## config.mk

```make
export PLATFORM = sky130hd
export DESIGN_NAME = alu_op_sequencer
export DESIGN_NICKNAME = d
export VERILOG_FILES = /design/src/rtl/alu_seq_pkg.sv /design/src/rtl/alu_seq_opcache.sv /design/src/rtl/alu_op_sequencer.sv
export SDC_FILE = /design/constraint.sdc
export NUM_CORES = 1
export LEC_CHECK = 0
export ABC_AREA = 1
export CORE_UTILIZATION = 30
export CTS_CLUSTER_DIAMETER = 50
export DETAILED_ROUTE_END_ITERATION = 7
export GPL_ROUTABILITY_DRIVEN = 0
export GPL_TIMING_DRIVEN = 0
export PLACE_DENSITY = 0.6
export SYNTH_ARGS = -nofsm -noshare
export SYNTH_HDL_FRONTEND = slang
export SYNTH_HIERARCHICAL = 1
export SYNTH_SLANG_ARGS = --single-unit
```

## constraint.sdc

```tcl
create_clock -name clk -period 1.35 [get_ports clk]
set_input_delay 0.2025 -clock clk [delete_from_list [all_inputs] [get_ports clk]]
set_output_delay 0.2025 -clock clk [all_outputs]
set_load 0.01 [all_outputs]
```

## src/rtl/alu_seq_pkg.sv

```systemverilog
// Shared opcodes, FSM states and result-flag bit positions for the ALU command sequencer.
package alu_seq_pkg;
   localparam logic [3:0] OP_NOP     = 4'd0;
   localparam logic [3:0] OP_LOADA   = 4'd1;
   localparam logic [3:0] OP_LOADB   = 4'd2;
   localparam logic [3:0] OP_READOUT = 4'd3;
   localparam logic [3:0] OP_ADD     = 4'd4;
   localparam logic [3:0] OP_SUB     = 4'd5;

   localparam int FLAG_C = 10;
   localparam int FLAG_S = 9;
   localparam int FLAG_V = 8;

   typedef enum logic [2:0] {IDLE, LDA, LDB, EXE, RDO, WAIT, RSP} state_t;

   // Opcodes 0..3 are reserved for sequencer-generated commands.
   function automatic logic op_legal(input logic [3:0] op);
      return op >= OP_ADD;
   endfunction
endpackage

```

## src/rtl/alu_seq_opcache.sv

```systemverilog
// Last-loaded operand cache so repeated operands skip their LOAD command.
// Only present when ALU_SEQ_SKIP_RELOAD_EN is defined.
`ifdef ALU_SEQ_SKIP_RELOAD_EN
module alu_seq_opcache #(
   parameter int DW = 16
) (
   input  logic          clk,
   input  logic          rst,
   input  logic [DW-1:0] cmp_a,
   input  logic [DW-1:0] cmp_b,
   input  logic          ld_a,
   input  logic          ld_b,
   input  logic [DW-1:0] ld_b_data,
   input  logic          clr,
   output logic          hit_a,
   output logic          hit_b
);
   logic [DW-1:0] last_a, last_b;
   logic          last_a_vld, last_b_vld;

   assign hit_a = last_a_vld && (cmp_a == last_a);
   assign hit_b = last_b_vld && (cmp_b == last_b);

   // LOADA is only ever issued straight from IDLE, so its data is the live request operand.
   always_ff @(posedge clk) begin
      if (rst || clr) begin
         last_a     <= '0;
         last_b     <= '0;
         last_a_vld <= 1'b0;
         last_b_vld <= 1'b0;
      end else begin
         if (ld_a) begin
            last_a     <= cmp_a;
            last_a_vld <= 1'b1;
         end
         if (ld_b) begin
            last_b     <= ld_b_data;
            last_b_vld <= 1'b1;
         end
      end
   end
endmodule
`endif

```

## src/rtl/alu_op_sequencer.sv

```systemverilog
// Sequences one ALU request into LOADA/LOADB/execute/READOUT core commands and returns the result.
// Define ALU_SEQ_SKIP_RELOAD_EN to skip loads whose operand matches the last one loaded.
module alu_op_sequencer
   import alu_seq_pkg::*;
#(
   parameter int RD_LAT = 1,
   parameter int DW     = 16
) (
   input  logic          clk,
   input  logic          rst,
   input  logic          req_valid,
   output logic          req_ready,
   input  logic [3:0]    req_op,
   input  logic [DW-1:0] req_a,
   input  logic [DW-1:0] req_b,
   output logic          rsp_valid,
   input  logic          rsp_ready,
   output logic [7:0]    rsp_data,
   output logic [2:0]    rsp_flags,
   output logic          rsp_err,
   output logic [3:0]    core_op,
   output logic [DW-1:0] core_data,
   input  logic [10:0]   core_result,
   output logic          busy
);
   localparam logic [2:0] CNT_INIT = 3'(RD_LAT - 1);

   state_t        state, nxt;
   logic [DW-1:0] b_q;
   logic [3:0]    op_q;
   logic          skip_b;
   logic [2:0]    cnt;
   logic          legal, hit_a, hit_b;

   assign legal     = op_legal(req_op);
   assign req_ready = (state == IDLE);
   assign busy      = (state != IDLE);

`ifdef ALU_SEQ_SKIP_RELOAD_EN
   alu_seq_opcache #(.DW(DW)) u_opcache (
      .clk       (clk),
      .rst       (rst),
      .cmp_a     (req_a),
      .cmp_b     (req_b),
      .ld_a      (nxt == LDA),
      .ld_b      (nxt == LDB),
      .ld_b_data (state == IDLE ? req_b : b_q),
      .clr       (state == IDLE && req_valid && !legal),
      .hit_a     (hit_a),
      .hit_b     (hit_b)
   );
`else
   assign hit_a = 1'b0;
   assign hit_b = 1'b0;
`endif

   always_comb begin
      nxt = state;
      case (state)
         IDLE: if (req_valid) nxt = !legal ? RSP : !hit_a ? LDA : !hit_b ? LDB : EXE;
         LDA:  nxt = skip_b ? EXE : LDB;
         LDB:  nxt = EXE;
         EXE:  nxt = RDO;
         RDO:  nxt = WAIT;
         WAIT: if (cnt == 3'd0) nxt = RSP;
         RSP:  if (rsp_ready) nxt = IDLE;
         default: nxt = IDLE;
      endcase
   end

   // Command outputs are decoded from the state being entered so each command is registered.
   always_ff @(posedge clk) begin
      if (rst) begin
         state     <= IDLE;
         core_op   <= OP_NOP;
         core_data <= '0;
         rsp_valid <= 1'b0;
         rsp_data  <= '0;
         rsp_flags <= '0;
         rsp_err   <= 1'b0;
         cnt       <= '0;
         b_q       <= '0;
         op_q      <= OP_NOP;
         skip_b    <= 1'b0;
      end else begin
         state     <= nxt;
         core_op   <= OP_NOP;
         core_data <= '0;
         case (nxt)
            LDA: begin
               core_op   <= OP_LOADA;
               core_data <= req_a;
            end
            LDB: begin
               core_op   <= OP_LOADB;
               core_data <= (state == IDLE) ? req_b : b_q;
            end
            EXE: core_op <= (state == IDLE) ? req_op : op_q;
            RDO: begin
               core_op <= OP_READOUT;
               cnt     <= CNT_INIT;
            end
            default: ;
         endcase

         if (state == IDLE && req_valid) begin
            b_q    <= req_b;
            op_q   <= req_op;
            skip_b <= hit_b;
            if (!legal) begin
               rsp_valid <= 1'b1;
               rsp_err   <= 1'b1;
               rsp_data  <= '0;
               rsp_flags <= '0;
            end
         end

         if (state == WAIT) begin
            if (cnt == 3'd0) begin
               rsp_valid <= 1'b1;
               rsp_err   <= 1'b0;
               rsp_data  <= core_result[7:0];
               rsp_flags <= core_result[FLAG_C:FLAG_V];
            end else begin
               cnt <= cnt - 3'd1;
            end
         end

         if (state == RSP && rsp_ready) rsp_valid <= 1'b0;
      end
   end
endmodule

```

# Word level (Yosys, flattened, before mapping)
# Cells that the tools add are included.
op_classes:
  muxes: 28
  eq_ne: 10
  order_cmp: 1
  n_mul: 0
  shift: 0
  add_sub_neg: 1
  n_bitwise: 0
  div_mod_pow: 0
  n_reduce_logical: 6
op_table:
  columns: ["op", "n"]
  rows:
  - ["$mux 3", 11]
  - ["$mux 8", 4]
  - ["$pmux 16 s2", 1]
  - ["$pmux 3 s7", 1]
  - ["$mux 16", 1]
  - ["$pmux 4 s4", 1]
  - ["$eq 3x2->1 const B", 4]
  - ["$eq 3x3->1 const B", 4]
  - ["$mux 1", 8]
  - ["$eq 3x1->1 const B", 2]
  - ["$logic_not 3->1", 2]
  - ["$ge 4x3->1 const B", 1]
  - ["$mux 4", 1]
  - ["$reduce_bool 3->1", 1]
  - ["$sub 3x1->3 const B", 1]
  - ["$logic_and 1x1->1", 2]
  - ["$reduce_or 2->1", 1]
word_totals:
  rom_bits: 0
  ff_bits: 59
  in_bits: 51
  mem_count: 0
  ram_bits: 0
  latch_bits: 0

# Depth between registers and ports, before layout
logic_depth:
  depth_word: 8
  mapped_depth: 8
  ltp_nobuf: 8

# Worst setup path before layout
# OpenSTA, ideal clock, no wires.
synth_timing:
  kind: "register -> register"
  start: "reg state[2]"
  end: "reg core_data[1]"
  path_stages_with_launch: 8
  arrival_time_ps: 1055
  t_required_ps: 1218
  path_slack_ps: 163
  setup_time_ps: 132
  cell_sequence: "dfxtp_1 > buf_2 > inv_2 > nand2_1 > clkinv_1 > buf_2 > nand2_1 > a21oi_1"
synth_between:
  elab_chain_len: 4
  word_cells_on_any_way: 15
  cone_classes: "eq/ne (8); mux (6); reduce/logical (1)"
synth_rtl:
  columns: ["element", "line", "source"]
  rows:
  - ["start: declaration", "alu_op_sequencer.sv:28", "state_t state, nxt;"]
  - ["start signal: assignment", "alu_op_sequencer.sv:86", "state <= nxt;"]
  - ["$eq 3x3->1, or another cell as far along", "alu_op_sequencer.sv:59", "case (state)"]
  - ["$pmux 3 s7", "alu_op_sequencer.sv:59", null]
  - ["$eq 3x2->1 or $eq 3x1->1 (tied branches)", "alu_op_sequencer.sv:89", "case (nxt)"]
  - ["$pmux 16 s2 (*)", "alu_op_sequencer.sv:89", null]
  - ["end signal: assignment", "alu_op_sequencer.sv:92", "core_data <= req_a;"]
  - ["end signal: assignment", "alu_op_sequencer.sv:96", "core_data <= (state == IDLE) ? req_b : b_q;"]
  - ["end: declaration", "alu_op_sequencer.sv:22", "output logic [DW-1:0] core_data,"]
# Every way passes the cells marked *; elsewhere a longest branch is shown, timed or not.
# A chain may end at the register's enable or synchronous reset.

# Final worst setup path
layout_timing:
  start: "reg state[0]"
  end: "out req_ready"
layout_between:
  elab_chain_len: 1
layout_rtl:
  columns: ["element", "line", "source"]
  rows:
  - ["$logic_not 3->1", "alu_op_sequencer.sv:36", "assign req_ready = (state == IDLE);"]
  - ["end: declaration", "alu_op_sequencer.sv:12", "output logic req_ready,"]
# No other way between the ends.

==> flow_metrics.env <==
export IMPL_outcome="finished, violations left"
export IMPL_violations="negative setup slack"
export IMPL_clockBufferDepth=2
export IMPL_synth_area_sq_um=2540
export IMPL_cts_sinks=59
export IMPL_cts_hold_buf=0
export IMPL_crit_fanout=3
export IMPL_powerDensity_nw_per_um2=1440
export IMPL_timing_final_crit_share_pct=101
export IMPL_start_util_pct=30.9
export IMPL_yosys_warnings=6
export IMPL_syn_inst=361
export IMPL_via_per_inst=4.79
export IMPL_cp_slowest_stage_delay_ps=360
export IMPL_crit_chain="inv_4 -> nand2_4 -> nor2_4 -> buf_6 -> buf_6"
export IMPL_fmax_mhz=734
export IMPL_grt_overflow=0
export IMPL_numCtsBuffers=9
export IMPL_die_w_microns=94.0
export IMPL_hold_viol_final=0
export IMPL_combPwrFrac_pct=39.4
export IMPL_drcViolationCount=0
export IMPL_grt_start_max_net_pins=20
export IMPL_syn_num_nets=414
export IMPL_diodes=0
export IMPL_utilization_pct=49.5
export IMPL_syn_area_per_cell_sq_um=7.04
export IMPL_die_area_sq_um=8840
export IMPL_power_switching_mw=2.05
export IMPL_grt_first_pass_wirelength_microns=12100
export IMPL_insertion_delay_ps=340
export IMPL_fin_nets=521
export IMPL_drtIter0Drc=146
export IMPL_seqPwrFrac_pct=35.4
export IMPL_fin_crit_ps=1360
export IMPL_arrival_ps=1160
export IMPL_cts_tree="built"
export IMPL_crit_path_end_kind="primary output"
export IMPL_drt_first_pass_iters=4
export IMPL_synth_seq_cells=59
export IMPL_dieHeight_microns=94.0
export IMPL_track_usage_pct=18.0
export IMPL_ys_seq_area_share_pct=46.5
export IMPL_holdCritPathClass="input pin to flip-flop"
export IMPL_cp_required_ps=1150
export IMPL_power_total_mw=5.84
export IMPL_wl_per_cell_microns=13.6
export IMPL_maxCapViolations=0
export IMPL_setup_viol=1
export IMPL_grt_setup_unrepaired="true"
export IMPL_port_buffer_count=84
export IMPL_io_pin_count=86
export IMPL_cp_num_buf_inv=3
export IMPL_crit_family="flip-flops"
export IMPL_wirelength_microns=7870
export IMPL_clkPwrFrac_pct=25.2
export IMPL_yosysUniqueCellTypes=22
export IMPL_timing_final_ws_setup_ps=-12.4
export IMPL_clock_skew_ps=10.8
export IMPL_dp_slack_ps=-439
export IMPL_slew_headroom_pct=57.6
export IMPL_p_int_mw=3.79
export IMPL_p_leak_nw=1.76
export IMPL_slew_violations=0
export IMPL_ir_worst_vdd_mv=0.731
export IMPL_design_core_area_sq_um=8220
export IMPL_layout_drive_gt1_share_pct=21.6
export IMPL_rows=33
export IMPL_max_slew_worst_pin_slew_ps=636
export IMPL_cp_start_kind="flip-flop"
export IMPL_via_count=2766
export IMPL_clockRootBuffer="clkbuf_8"
export IMPL_dpl_hpwl_microns=5390
export IMPL_ant_nets=0
export IMPL_critPathKind="flip-flop to primary output"
export IMPL_path_clk_slew_ps=60
export IMPL_cp_common_cell="buf_6"
export IMPL_slowest_stage="dfxtp_4"
export IMPL_swShare_pct=35.1
export IMPL_cts_max_level=3
export IMPL_antenna_found_initial=0
export IMPL_area_growth_synth_to_final_pct=60.1
export IMPL_grt_pass1_vias=2623
## layer usage
| layer | track usage (%) | vias up | part of all wire, % |
|---|---|---|---|
| met5 | 0 | - | 0 |
| met4 | 5.26 | 0 | 1.4 |
| met3 | 7.44 | 11 | 7.2 |
| met2 | 30.8 | 83 | 48 |
| met1 | 20.4 | 1280 | 43 |
| li1 | - | 1392 | - |
## synthesized netlist by cell type
master | number | area, sq um
a211oi_1 | 1 | 7.51
a21oi_1 | 54 | 270
buf_1 | 2 | 7.51
buf_2 | 11 | 55.1
buf_4 | 4 | 30.0
buf_6 | 1 | 11.3
clkbuf_1 | 6 | 22.5
clkinv_1 | 1 | 3.75
dfxtp_1 | 59 | 1180
ha_1 | 2 | 25.0
inv_1 | 16 | 60.1
inv_2 | 1 | 3.75
nand2_1 | 121 | 454
nand3_1 | 52 | 260
nand3_2 | 1 | 10.0
nor2_1 | 17 | 63.8
nor2_2 | 2 | 12.5
nor2_4 | 1 | 11.3
nor3_1 | 2 | 10.0
o21ai_0 | 5 | 25.0
o22ai_1 | 1 | 6.26
xor2_1 | 1 | 8.76
## cell families after synthesis
kind of cell	Yosys count	synth area share [%]
adders and majority gates	2	0.985
and+or+nand+nor	196	32.4
buffers and inverters	42	7.64
AOI/OAI and AO/OA	61	12.2
DFF	59	46.5
xor gates and xnor gates	1	0.345
## area by class of cell
class / instances / area, sq um
Fill cell: 808 / 4150
Multi-Input combinational cell: 260 / 1390
Sequential cell: 59 / 1190
Timing Repair Buffer: 99 / 948
Clock buffer: 13 / 169
Buffer: 21 / 150
Tap cell: 105 / 131
Inverter: 18 / 78.8
Clock inverter: 2 / 10.0
## metrics by stage
stage          TNS [ps]  std cells  hold slack (ps)  area, sq um
4_1_cts           -1.65        569              289         3740
5_1_grt            -638        577              333         4070
6_report          -12.4        577              304         4070
3_3_place_gp     -13830        550              438         3510
2_1_floorplan         0        361              350         2540
3_5_place_dp     -13050        550              451         3510
## cells in the final DEF, fill, tap and decap left out, types with 2 or more instances in the layout
| cell | instances |
|---|---|
| nand2_1 | 109 |
| dfxtp_1 | 56 |
| clkdlybuf4s50_1 | 48 |
| nand3_1 | 41 |
| a21oi_1 | 40 |
| dlygate4sd2_1 | 33 |
| a21oi_2 | 14 |
| buf_6 | 13 |
| inv_1 | 12 |
| nor2_1 | 12 |
| clkbuf_8 | 12 |
| nand3_2 | 11 |
| buf_4 | 10 |
| nand2_4 | 7 |
| clkbuf_1 | 7 |
| buf_2 | 6 |
| nor2_4 | 5 |
| nand2_2 | 5 |
| o21ai_0 | 5 |
| inv_2 | 3 |
| nor2_2 | 3 |
| nor3_1 | 2 |
| clkinv_2 | 2 |
| dfxtp_4 | 2 |
## power by group through the flow
stage | sequential (mW) | clock, mW | combinational [mW]
after floorplan | 2.13 | 0 | 1.07
after global routing | 2.09 | 1.61 | 2.50
after global placement | 2.08 | 0 | 1.86
final | 2.07 | 1.47 | 2.30
after detailed placement | 2.08 | 0 | 1.87
after CTS | 2.06 | 1.53 | 2.00
## sequential cells by signal (all words and copies together), names as in the netlist
| signal | count |
|---|---|
| op_q | 4 |
| rsp_flags | 3 |
| core_data | 16 |
| cnt | 3 |
| state | 3 |
| rsp_err | 1 |
| rsp_valid | 1 |
| core_op | 4 |
| rsp_data | 8 |
| b_q | 16 |
## path summary, 6_finish.rpt
kind | startpoint | to | slack (ps) | cells after the start
min reg2reg | op_q[3] | op_q[3] | 460 | 2
max reg2reg | state[1] | core_data[15] | 20 | 7
max | state[0] | req_ready | -10 | 5
min | rst | core_data[10] | 300 | 2
## repair_timing
action | in CTS | in global routing
endpoints found under the setup margin | 75 | 46
pin swaps | 3 | 23
gates resized for setup | 62 | 77
setup buffers | 6 | 7
gates cloned | 0 | 2
Power figures use the tool's default switching activity.
==> patch 1, RTL diff (config.mk and constraints unchanged) <==
Build with the macro `ALU_SEQ_SKIP_RELOAD_EN` defined.
--- a/src/rtl/alu_seq_opcache.sv
+++ b/src/rtl/alu_seq_opcache.sv
@@ -2,2 +2,4 @@
 // Only present when ALU_SEQ_SKIP_RELOAD_EN is defined.
+`define ALU_SEQ_SKIP_RELOAD_EN
+
 `ifdef ALU_SEQ_SKIP_RELOAD_EN
Formal check against the unedited RTL: not equivalent (Yosys sat finds a counterexample within 10 cycles, from zero or initial values and one cycle with rst high).
==> patch 1 against the unedited design <==
The flow still finishes with violations (setup timing); critical path depth rose by 14; design area increased by 88%; sequential cell count increased by 35; area after synthesis increased by 83%; wire length grew 91%; total power rose to 3.3 times the old value; setup slack got worse by 0.85 ns; global-route usage increased by 0.61 points; largest cell class unchanged.
==> patch 1: results <==
INSERT INTO impl_metrics (metric_group, metric, value, unit) VALUES
('run_status', 'status', 'finished, violations left', ''),
('run_status', 'failing_checks', 'setup timing', ''),
('global_route', 'global_route.usage.met3', '2.74', '%'),
('logic_synthesis', 'dominant_cells_by_area_after_synthesis', 'dfxtp_1, nand2_1, a21oi_1', ''),
('critical_path', 'r2r_end', 'u_opcache/last_b[9]', ''),
('routing', 'routed_wirelength', '15100', 'microns'),
('routing', 'met2_wirelength', '7200', 'microns'),
('power_and_ir_drop', 'ir_drop', '0.00105', 'V'),
('critical_path', 'rr_worst_depth', '19', ''),
('place', 'dp_hpwl', '9810', 'microns'),
('timing', 'finalWorstSetupSlack', '-0.861', 'ns'),
('global_route', 'globalRouteTotalUtil', '18.6', '%'),
('worst_hold_path', 'holdPathStages', '3', ''),
('timing', 'setup-violations-final', '91', ''),
('critical_path', 'worst-endpoint-arrival', '2.45', 'ns'),
('power_and_ir_drop', 'power.combinational.fraction', '64.8', '%'),
('logic_synthesis', 'synthCells', '627', ''),
('critical_path', 'setup.worst_path.class', 'reg -> reg', ''),
('logic_synthesis', 'netlist_top_cells_count', 'nand2_1, dfxtp_1, inv_1', ''),
('critical_path', 'worst_path_dominant_cell_family', 'simple AND/OR/NAND/NOR gates', '');
patch 1: cell type report:
cell class / count / area, sq um / share of cell area (%)
plain buffers: 30 / 393 / 5.13
clock buffers: 11 / 243 / 3.17
clock inverters: 5 / 82.6 / 1.08
inverters: 77 / 339 / 4.43
multi-input cells: 423 / 2870 / 37.4
flip-flops and latches: 94 / 1910 / 24.9
well taps: 188 / 235 / 3.07
repair buffers: 150 / 1580 / 20.7
repair inverters: 2 / 12.5 / 0.163
patch 1: cells by family (layout without fill, tap and decap cells):
logic type / Yosys count / after routing / share of synthesized area [%]
and+or+nand+nor: 273 / 273 / 27.6
AOI/OAI and AO/OA: 141 / 141 / 18.9
buffers and inverters: 110 / 275 / 11.1
DFF: 94 / 94 / 40.6
xor gates and xnor gates: 7 / 7 / 1.32
adders and majority gates: 2 / 2 / 0.539
==> patch 2, RTL diff (same flow settings) <==
Without the edit above. Put one more register stage on the output `rsp_flags`. The value now appears one clock later. The other outputs are not delayed to match.
--- a/src/rtl/alu_op_sequencer.sv
+++ b/src/rtl/alu_op_sequencer.sv
@@ -26,2 +26,4 @@
    localparam logic [2:0] CNT_INIT = 3'(RD_LAT - 1);
+
+   logic [2:0] rsp_flags_s0;
 
@@ -78,3 +80,3 @@
          rsp_data  <= '0;
-         rsp_flags <= '0;
+         rsp_flags_s0 <= '0;
          rsp_err   <= 1'b0;
@@ -113,3 +115,3 @@
                rsp_data  <= '0;
-               rsp_flags <= '0;
+               rsp_flags_s0 <= '0;
             end
@@ -122,3 +124,3 @@
                rsp_data  <= core_result[7:0];
-               rsp_flags <= core_result[FLAG_C:FLAG_V];
+               rsp_flags_s0 <= core_result[FLAG_C:FLAG_V];
             end else begin
@@ -131,2 +133,6 @@
    end
+   always_ff @(posedge clk) begin
+      rsp_flags <= rsp_flags_s0;
+   end
+
 endmodule
Check against the original RTL: not equivalent (a bounded check fails within 10 cycles, from zero or initial values and one cycle with rst high).
==> patch 2 against the unedited design <==
The flow still finishes with violations (setup timing); sequential cell count is 3 higher; utilization hardly changed; critical path depth up 3; hold slack better by 0.050 ns; design area up 2.1%; synthesized cell count is 1.1% lower; setup slack got worse by 0.057 ns; wire length is 6.1% lower; clock skew down 0.0011 ns; total power grew 12%; fmax is 4.0% lower; sequential share of layout area is 0.91 points higher; register-to-register slack got worse by 0.09 ns; area after synthesis grew 4.0%; largest cell class unchanged.
==> patch 2: results <==
INSERT INTO impl_metrics (metric_group, metric, value, unit) VALUES
('global_route', 'globalRouteTotalUtil', '16.4', '%'),
('routing', 'met2_wirelength', '3480', 'microns'),
('logic_synthesis', 'syn_nets', '410', ''),
('layout', 'num-nets-final', '519', ''),
('routing', 'route.met3.wl', '483', 'microns'),
('routing', 'avgViaCountPerCell', '4.59', ''),
('timing', 'finalWorstSetupSlack', '-0.0696', 'ns'),
('layout', 'drive_above_1_share', '21.2', '%'),
('place', 'post-place-ws', '-0.504', 'ns'),
('routing', 'wirelength_met1', '3330', 'microns'),
('run_status', 'status', 'finished, violations left', ''),
('place', 'dp_hpwl', '4980', 'microns'),
('timing', 'fin_skew', '0.00963', 'ns'),
('global_route', 'grt_start_max_net_pins', '14', ''),
('power_and_ir_drop', 'ir_drop', '0.000648', 'V'),
('timing', 'setup-violations-final', '37', ''),
('power_and_ir_drop', 'p_leak', '1.84', 'nW'),
('run_status', 'failing_checks', 'setup timing', ''),
('worst_hold_path', 'hold_class', 'reg -> reg', ''),
('critical_path', 'rr_worst_depth', '8', ''),
('logic_synthesis', 'netlist.area_leader.share', '47.0', '%'),
('layout', 'n_fill_cell', '847', ''),
('cts', 'clk_pin_slew_worst_paths', '0.08', 'ns'),
('routing', 'first_iteration_detailed_routing_drc_count', '76', ''),
('logic_synthesis', 'netlist_top_cells_count', 'nand2_1, dfxtp_1, a21oi_1', ''),
('timing', 'final.setup.tns', '-1.18', 'ns'),
('global_route', 'number_of_global_route_vias_before_repair', '2386', '');
==> patch 2: cells by family after synthesis <==
logic type	count (synthesis)	synth area share [%]
buffers and inverters	40	7.43
XOR/XNOR	1	0.331
AO/OA/AOI/OAI	62	13.2
flip-flops	62	47.0
adder cells (fa/ha/maj)	2	0.947
AND/OR/NAND/NOR	190	31.1
==> patch 2: path summary, 6_finish.rpt <==
| kind | from | to | slack (ns) |
|---|---|---|---|
| worst min register to register | rsp_flags_s0[2] | rsp_flags[2] | 0.35 |
| worst min-delay path | rsp_flags_s0[2] | rsp_flags[2] | 0.35 |
| worst max-delay path | state[1] | core_data[14] | -0.07 |
| worst max register to register | state[1] | core_data[14] | -0.07 |
==> patch 2: repair_timing <==
| item | CTS | global route |
|---|---|---|
| pin swaps | 3 | 20 |
| endpoints found under the setup margin | 58 | 54 |
| gates resized for setup | 63 | 38 |
| gates cloned | 0 | 2 |
| buffers inserted | 7 | 5 |
==> patch 2: layer usage <==
layer / up-vias / track usage, %
li1: 1356 / -
met5: - / 0
met1: 1204 / 20.5
met4: 0 / 5.60
met2: 72 / 26.5
met3: 9 / 5.06
==> patch 2: final cells by class <==
class	instances	area share [%]
Inverter	21	1.96
Sequential cell	62	30.2
Multi-Input combinational cell	255	31.9
Clock buffer	9	2.98
Clock inverter	7	3.07
Tap cell	105	3.16
Timing Repair Buffer	98	22.9
Buffer	19	3.86
==> patch 2: stage by stage <==
| step | hold WS [ns] | std cells | total power, mW | instance area, sq um | util [%] |
|---|---|---|---|---|---|
| floorplan | 0.331 | 357 | 3.34 | 2640 | - |
| global placement | 0.335 | 546 | 4.05 | 3610 | 43.1 |
| detailed placement | 0.338 | 546 | 4.06 | 3610 | 43.1 |
| CTS | 0.354 | 569 | 6.35 | 3950 | 47.1 |
| global route | 0.357 | 576 | 6.95 | 4150 | 49.5 |
| finish | 0.354 | 576 | 6.56 | 4150 | 49.5 |
==> patch 2: report_power, final <==
part           leakage, nW  total [mW]  internal, mW  switching [mW]
Clock                0.127        2.07          1.26           0.815
Combinational         1.20        2.32          1.09            1.24
Sequential           0.507        2.16          2.06           0.104
Total                 1.84        6.56          4.41            2.15
==> patch 2: critical path, delay by kind of cell (launching register included) <==
kind	cells	cell delay, ns
buffers and inverters	3	0.43
flip-flops	1	0.37
AND/OR/NAND/NOR	4	0.45
AO/OA/AOI/OAI	1	0.12
